File: config.mk
export PLATFORM = sky130hd
export DESIGN_NAME = serial_paralelo_sync
export DESIGN_NICKNAME = d
export VERILOG_FILES = /design/src/rtl/serial_paralelo_sync.sv
export SDC_FILE = /design/constraint.sdc
export NUM_CORES = 1
export LEC_CHECK = 0
export CAP_MARGIN = 10
export CORE_ASPECT_RATIO = 0.6
export CORE_MARGIN = 3
export CORE_UTILIZATION = 55
export CTS_CLUSTER_SIZE = 16
export DETAILED_ROUTE_END_ITERATION = 7
export PLACE_DENSITY = 0.77
export SLEW_MARGIN = 20
export SYNTH_ARGS = -nofsm -noshare
export SYNTH_HDL_FRONTEND = slang
export SYNTH_SLANG_ARGS = --single-unit
File: constraint.sdc
create_clock -name clk_32f -period 2.1 [get_ports clk_32f]
set_clock_uncertainty 0.15 [all_clocks]
set_input_delay 0.21 -clock clk_32f [delete_from_list [all_inputs] [get_ports clk_32f]]
set_output_delay 0.21 -clock clk_32f [all_outputs]
set_load 0.01 [all_outputs]
File: src/rtl/serial_paralelo_sync.sv
// Serial-to-parallel converter with comma alignment, running only on the bit clock.
// Word boundaries come from an internal phase counter that is re-zeroed by the comma search.
module serial_paralelo_sync #(
    parameter int               WIDTH          = 8,
    parameter logic [WIDTH-1:0] COMMA          = WIDTH'(8'hBC),
    parameter int               LOCK_COUNT     = 4,
    parameter int               MISALIGN_LIMIT = 4
) (
    input  logic             clk_32f,
    input  logic             reset_L,
    input  logic             data_in,
    output logic [WIDTH-1:0] data_out,
    output logic             valid_out,
    output logic             active_out,
    output logic             word_strobe
);

    localparam int PW = (WIDTH > 2) ? $clog2(WIDTH) : 1;
    localparam int CW = $clog2(LOCK_COUNT) + 1;
    localparam int EW = $clog2(MISALIGN_LIMIT) + 1;

    localparam logic [PW-1:0] PHASE_LAST = PW'(WIDTH - 1);
    localparam logic [CW-1:0] LOCK_LIM   = CW'(LOCK_COUNT);
    localparam logic [EW-1:0] ERR_LIM    = EW'(MISALIGN_LIMIT);

    typedef enum logic [1:0] {
        SEARCH = 2'd0,
        COUNT  = 2'd1,
        LOCKED = 2'd2
    } state_t;

    state_t           state;
    logic [WIDTH-2:0] sr;
    logic [WIDTH-1:0] w;
    logic [PW-1:0]    phase;
    logic [CW-1:0]    comma_cnt;
    logic [EW-1:0]    err_cnt;
    logic             boundary;
    logic             is_comma;

    // Window includes the bit sampled at this very edge.
    assign w        = {sr, data_in};
    assign is_comma = (w == COMMA);
    assign boundary = (phase == PHASE_LAST);

    always_ff @(posedge clk_32f) begin
        if (!reset_L) begin
            state       <= SEARCH;
            sr          <= '0;
            phase       <= '0;
            comma_cnt   <= '0;
            err_cnt     <= '0;
            data_out    <= '0;
            valid_out   <= 1'b0;
            active_out  <= 1'b0;
            word_strobe <= 1'b0;
        end else begin
            sr    <= w[WIDTH-2:0];
            phase <= boundary ? '0 : phase + 1'b1;

            case (state)
                SEARCH: begin
                    valid_out   <= 1'b0;
                    word_strobe <= 1'b0;
                    if (is_comma) begin
                        phase     <= '0;
                        comma_cnt <= CW'(1);
                        if (LOCK_COUNT == 1) begin
                            state      <= LOCKED;
                            active_out <= 1'b1;
                        end else begin
                            state <= COUNT;
                        end
                    end
                end

                COUNT: begin
                    valid_out   <= 1'b0;
                    word_strobe <= 1'b0;
                    if (boundary) begin
                        if (is_comma) begin
                            comma_cnt <= comma_cnt + 1'b1;
                            if (comma_cnt + 1'b1 == LOCK_LIM) begin
                                state      <= LOCKED;
                                active_out <= 1'b1;
                            end
                        end else begin
                            state     <= SEARCH;
                            comma_cnt <= '0;
                        end
                    end
                end

                LOCKED: begin
                    if (boundary) begin
                        data_out    <= w;
                        valid_out   <= !is_comma;
                        word_strobe <= 1'b1;
                        if (is_comma) begin
                            err_cnt <= '0;
                        end
                    end else begin
                        word_strobe <= 1'b0;
                        // A comma off the word grid means the lane slipped.
                        if (is_comma) begin
                            if (err_cnt + 1'b1 == ERR_LIM) begin
                                state      <= SEARCH;
                                active_out <= 1'b0;
                                valid_out  <= 1'b0;
                                err_cnt    <= '0;
                                comma_cnt  <= '0;
                            end else begin
                                err_cnt <= err_cnt + 1'b1;
                            end
                        end
                    end
                end

                default: begin
                    state <= SEARCH;
                end
            endcase
        end
    end

endmodule
Word level (Yosys, flattened, before mapping):

Cells that the tools add are included.

* add/sub/neg operators: 3
* eq/ne operators: 16
* multiplexer cells: 33
* reduce and logical (&&, ||, !) cells: 12

Operators by type and width (number)
* 2-to-1 mux 3 bit: 13
* 2-to-1 mux 2 bit: 7
* inequality test 2 bit, second input constant: 7
* AND reduction 6 bit: 2
* adder 3 x 1 -> 3 bit, second input constant: 3
* equality test 3 bit, second input constant: 3
* inequality test 3 bit, second input constant: 3
* case mux 3 bit (3 select lines): 1
* equality test 8 bit, second input constant: 1
* 2-to-1 mux 1 bit: 8
* AND reduction 7 bit: 1
* case mux 1 bit (2 select lines): 3
* case mux 2 bit (3 select lines): 1
* AND reduction 2 bit: 2
* nonzero test 2 bit: 2
* AND reduction 3 bit: 1
* nonzero test 3 bit: 1
* equality test 2 x 1 -> 1 bit, second input constant: 1
* equality test 2 bit, second input constant: 1
* zero test 2 bit: 1
* OR reduction 2 bit: 1
* zero test 1 bit: 1

* bits in registers: 29
* bits of input ports: 3
* output and inout bits: 11
* logic and storage cells: 73

Longest topological paths before layout:

* depth in word-level cells: 6
* mapped depth: 7
* gate-level depth less buffers: 6

Least setup slack after synthesis:

No wires, ideal clock.

* path type: register to register
* start: register phase[0]
* end: register active_out
* data arrival time: 1596 ps
* setup slack: 235 ps
* stages on the path, launching flop included: 6
* path buffers: 1
* clock period less this slack: 1865 ps
* cell sequence: dfxtp_1 -> ha_1 -> ha_1 -> clkbuf_1 -> or4b_1 -> o221a_2

* longest elaborated chain between the ends: 3
* elaborated cells on any way between the ends: 4
* those cells by class: eq/ne: 3; reduce/logical: 1

RTL lines
* start: declaration: line 35 `logic [PW-1:0] phase;`
* start signal: assignment: line 59 `phase <= boundary ? '0 : phase + 1'b1;`
* equality test 3 bit *: line 44 `assign boundary = (phase == PHASE_LAST);`
* inequality test 2 bit (no source line)
* AND reduction 7 bit (no source line) *
* end signal: assignment: line 55 `active_out <= 1'b0;`
* end signal: assignment: line 70 `active_out <= 1'b1;`
* end signal: assignment: line 85 `active_out <= 1'b1;`
* end: declaration: line 14 `output logic active_out,`

Mark *: on every way between the ends. The rest lies on a longest branch, timed or not.
A chain may end at the register's enable or synchronous reset.

Final worst setup path:

Ends and elaborated chain as after synthesis.

==> key figures <==
Status
  • Status: completed

Die
  • Row count: 13
  • Chip Height: 45.24 um
  • I/O Pins: 14
  • Core Area: 0.002293 mm2
  • Die area: 0.003230 mm2
  • Initial core utilization: 61.54%
  • Die extent in x: 71.40 um

Synth
  • EDFF count, synth: 0
  • Netlist cell types: 40
  • Most area-consuming cells after synthesis: dfxtp_1 (41%), ha_1 (9.8%), nand2_1 (7.4%), a21boi_0 (5.9%), and2_1 (4.4%)
  • Syn Nets: 163
  • Cells after Synth: 149
  • Syn Area/Cell: 9.472 um2
  • Synthesis Warnings: 0
  • Ys async rst share: 0%
  • #FFs+latches synth: 29
  • Mapped Area: 0.001411 mm2
  • Yosys top cell by area: dfxtp_1
  • Top cell type's share of synthesized area: 41.13%
  • Register area share after synthesis: 41.13%
  • Top FF cell, synth: dfxtp_1

CTS
  • Clk slew on worst S/H paths: 0.06 ns
  • Cts repair resizes: 0
  • Clk Latency, worst-skew pair: 0.28 ns
  • Hold_buf cts: 0
  • CTS tree: built
  • CTS sink cnt: 29
  • CTS max path bufs: 2
  • H-tree depth: 2
  • Num CTS Buffers: 5
  • Post-CTS setup buffers: 0
  • Clock root buffer: clkbuf_8

Finish
  • N_diodes: 0
  • Syn-to-layout area delta: 19.50%
  • Commonest cells after routing, fill and taps aside: dfxtp_1 (29), nand2_1 (28), clkdlybuf4s50_1 (13), a21boi_0 (11)
  • Net count reported at finish: 180
  • Fraction of layout cells with a size suffix above 1: 13.86%
  • Util after Layout: 73.54%
  • Commonest non-fill, non-tap cell in the layout: dfxtp_1

Hold path
  • HP Start: phase[0]
  • Worst hold endpoint: phase[0]
  • Hold Path Class: reg2reg
  • Hold path depth: 1

Timing
  • Final hold vios: 0
  • Final Setup Violations: 0
  • Final period demand of the worst path: 2.003 ns
  • Final Max Tran Viols: 0
  • F_max: 0.4993 GHz
  • RSZ-0062 raised after global routing: false
  • Final Worst Setup Slack: 0.09703 ns
  • Slew margin rel.: 67.73%
  • Worst Tran Pin Value: 0.4790 ns
  • Final period util: 95.38%

Critical path
  • Crit-path max cell delay: 0.51 ns
  • Crit-path cells: ha_1 -> ha_1 -> buf_4 -> or4b_1 -> o221a_2
  • CP Capture Type: register
  • FF-to-FF path depth: 5
  • Critical path data required time: 2.12 ns
  • CP max stage cell: or4b_1
  • End of the worst register-to-register path: active_out
  • R2R Path Start: phase[0]
  • Max FO, Critical Path: 8
  • R2r setup slk: 0.1 ns
  • Crit Path Category: reg2reg
  • Critical path launch point type: register
  • Arr. time, crit path: 2.02 ns
  • Cell repeated most along the worst path: ha_1

Detailed routing
  • Routed length per instance: 15.37 um
  • Drt first pass iters: 4
  • Via Count: 1,106
  • Via-per-instance ratio: 5.643
  • Post-route ant nets: 0
  • Number of DRC markers in iteration 0: 79
  • Post-Route WL: 3.013 mm
  • Post-route DRC: 0

Placement
  • Pre-CTS setup slack: -0.005073 ns
  • PortBufs: 13
  • Hpwl dp: 2.228 mm
  • Final Wtd Congestion: 0.8503

Global routing
  • GRT Overall Usage: 21.72%
  • Vias in the first global route: 1,072
  • Wire length of the first global-routing pass: 5.188 mm
  • Largest net degree at the start of global routing: 15
  • Initial antenna violation count: 0
  • Total grt overflow: 0

Pwr
  • Max IR drop VDD: 0.0005807 V
  • LEAKAGE: 0.6247 nW
  • Total power: 1.058 mW
  • PD cells: 627.5 mW/mm2

Flow run
  • Max-Cap Viols: 0
==> kinds of logic (layout without fill, tap and decap cells) <==
| family | count (synthesis) | in the layout | share of synthesized area [%] |
|---|---|---|---|
| flops | 29 | 29 | 41.13 |
| simple gates | 68 | 68 | 28.99 |
| buf+inv | 9 | 26 | 2.393 |
| mux | 2 | 2 | 1.418 |
| fa+ha+maj | 11 | 11 | 9.752 |
| xor+xnor | 1 | 1 | 0.6207 |
| compound gates | 29 | 29 | 15.69 |
==> cells in the mapped netlist, types with 2 or more instances <==
library cell and count:
a21boi_0 11, a21boi_1 2, a21oi_1 2, and2_1 10
clkbuf_1 6, dfxtp_1 29, ha_1 11, inv_1 3
mux2i_1 2, nand2_1 28, nand3_1 2, nor2_1 4
nor2b_1 4, nor3_1 2, nor3b_1 2, nor4_1 2
o21ai_0 5, or4b_1 2
==> through the flow <==
stage	hold slack, ns	setup TNS (ns)	cell area, um2	cells
global route	0.3035	0	1687	196
floorplan	0.1817	0	1411	149
global placement	0.2635	0	1579	189
finish	0.2790	0	1687	196
detailed placement	0.2723	-0.01229	1579	189
CTS	0.2808	0	1665	196
==> how the worst max path moves through the flow <==
stage	startpoint	endpoint	cells past startpoint
2_1_floorplan	phase[0]	active_out	5
3_3_place_gp	data_in	state[1]	5
3_5_place_dp	data_in	phase[2]	5
5_1_grt	err_cnt[0]	active_out	5
4_1_cts	state[1]	comma_cnt[0]	6
6_report	phase[0]	active_out	5
==> state kept, by name (all words and copies together) (netlist names) <==
name	flops
active_out	1
err_cnt	3
valid_out	1
comma_cnt	3
data_out	8
sr	7
word_strobe	1
state	2
phase	3
==> power breakdown <==
part | switching [mW] | internal [mW] | total (mW) | leakage, nW
registers | 0.00564 | 0.558 | 0.564 | 0.235
logic | 0.0140 | 0.0153 | 0.0293 | 0.346
clock network | 0.206 | 0.259 | 0.465 | 0.0443
total | 0.226 | 0.833 | 1.06 | 0.625
==> cell type report <==
cell class,count,area [um2]
multi-input combinational,111,818.3
fill,172,606.8
tap,30,37.54
inverter,3,11.26
sequential,29,580.6
timing repair buffer,16,152.6
clock buffer,7,86.33
==> layer usage <==
metal  global-route usage (%)  routed length (um)
met1                    28.71                1526
met2                    32.48                1256
met3                    6.889                 168
met4                    10.49                  61
met5                        0                   0
==> worst max-delay path, delay by kind of cell (launching register included) <==
| kind | cells | cell delay (ns) |
|---|---|---|
| DFF | 1 | 0.31 |
| AOI/OAI and AO/OA | 1 | 0.25 |
| buffers and inverters | 1 | 0.19 |
| adders and majority gates | 2 | 0.48 |
| and+or+nand+nor | 1 | 0.51 |
No activity file was read; power rests on OpenSTA's default activity.
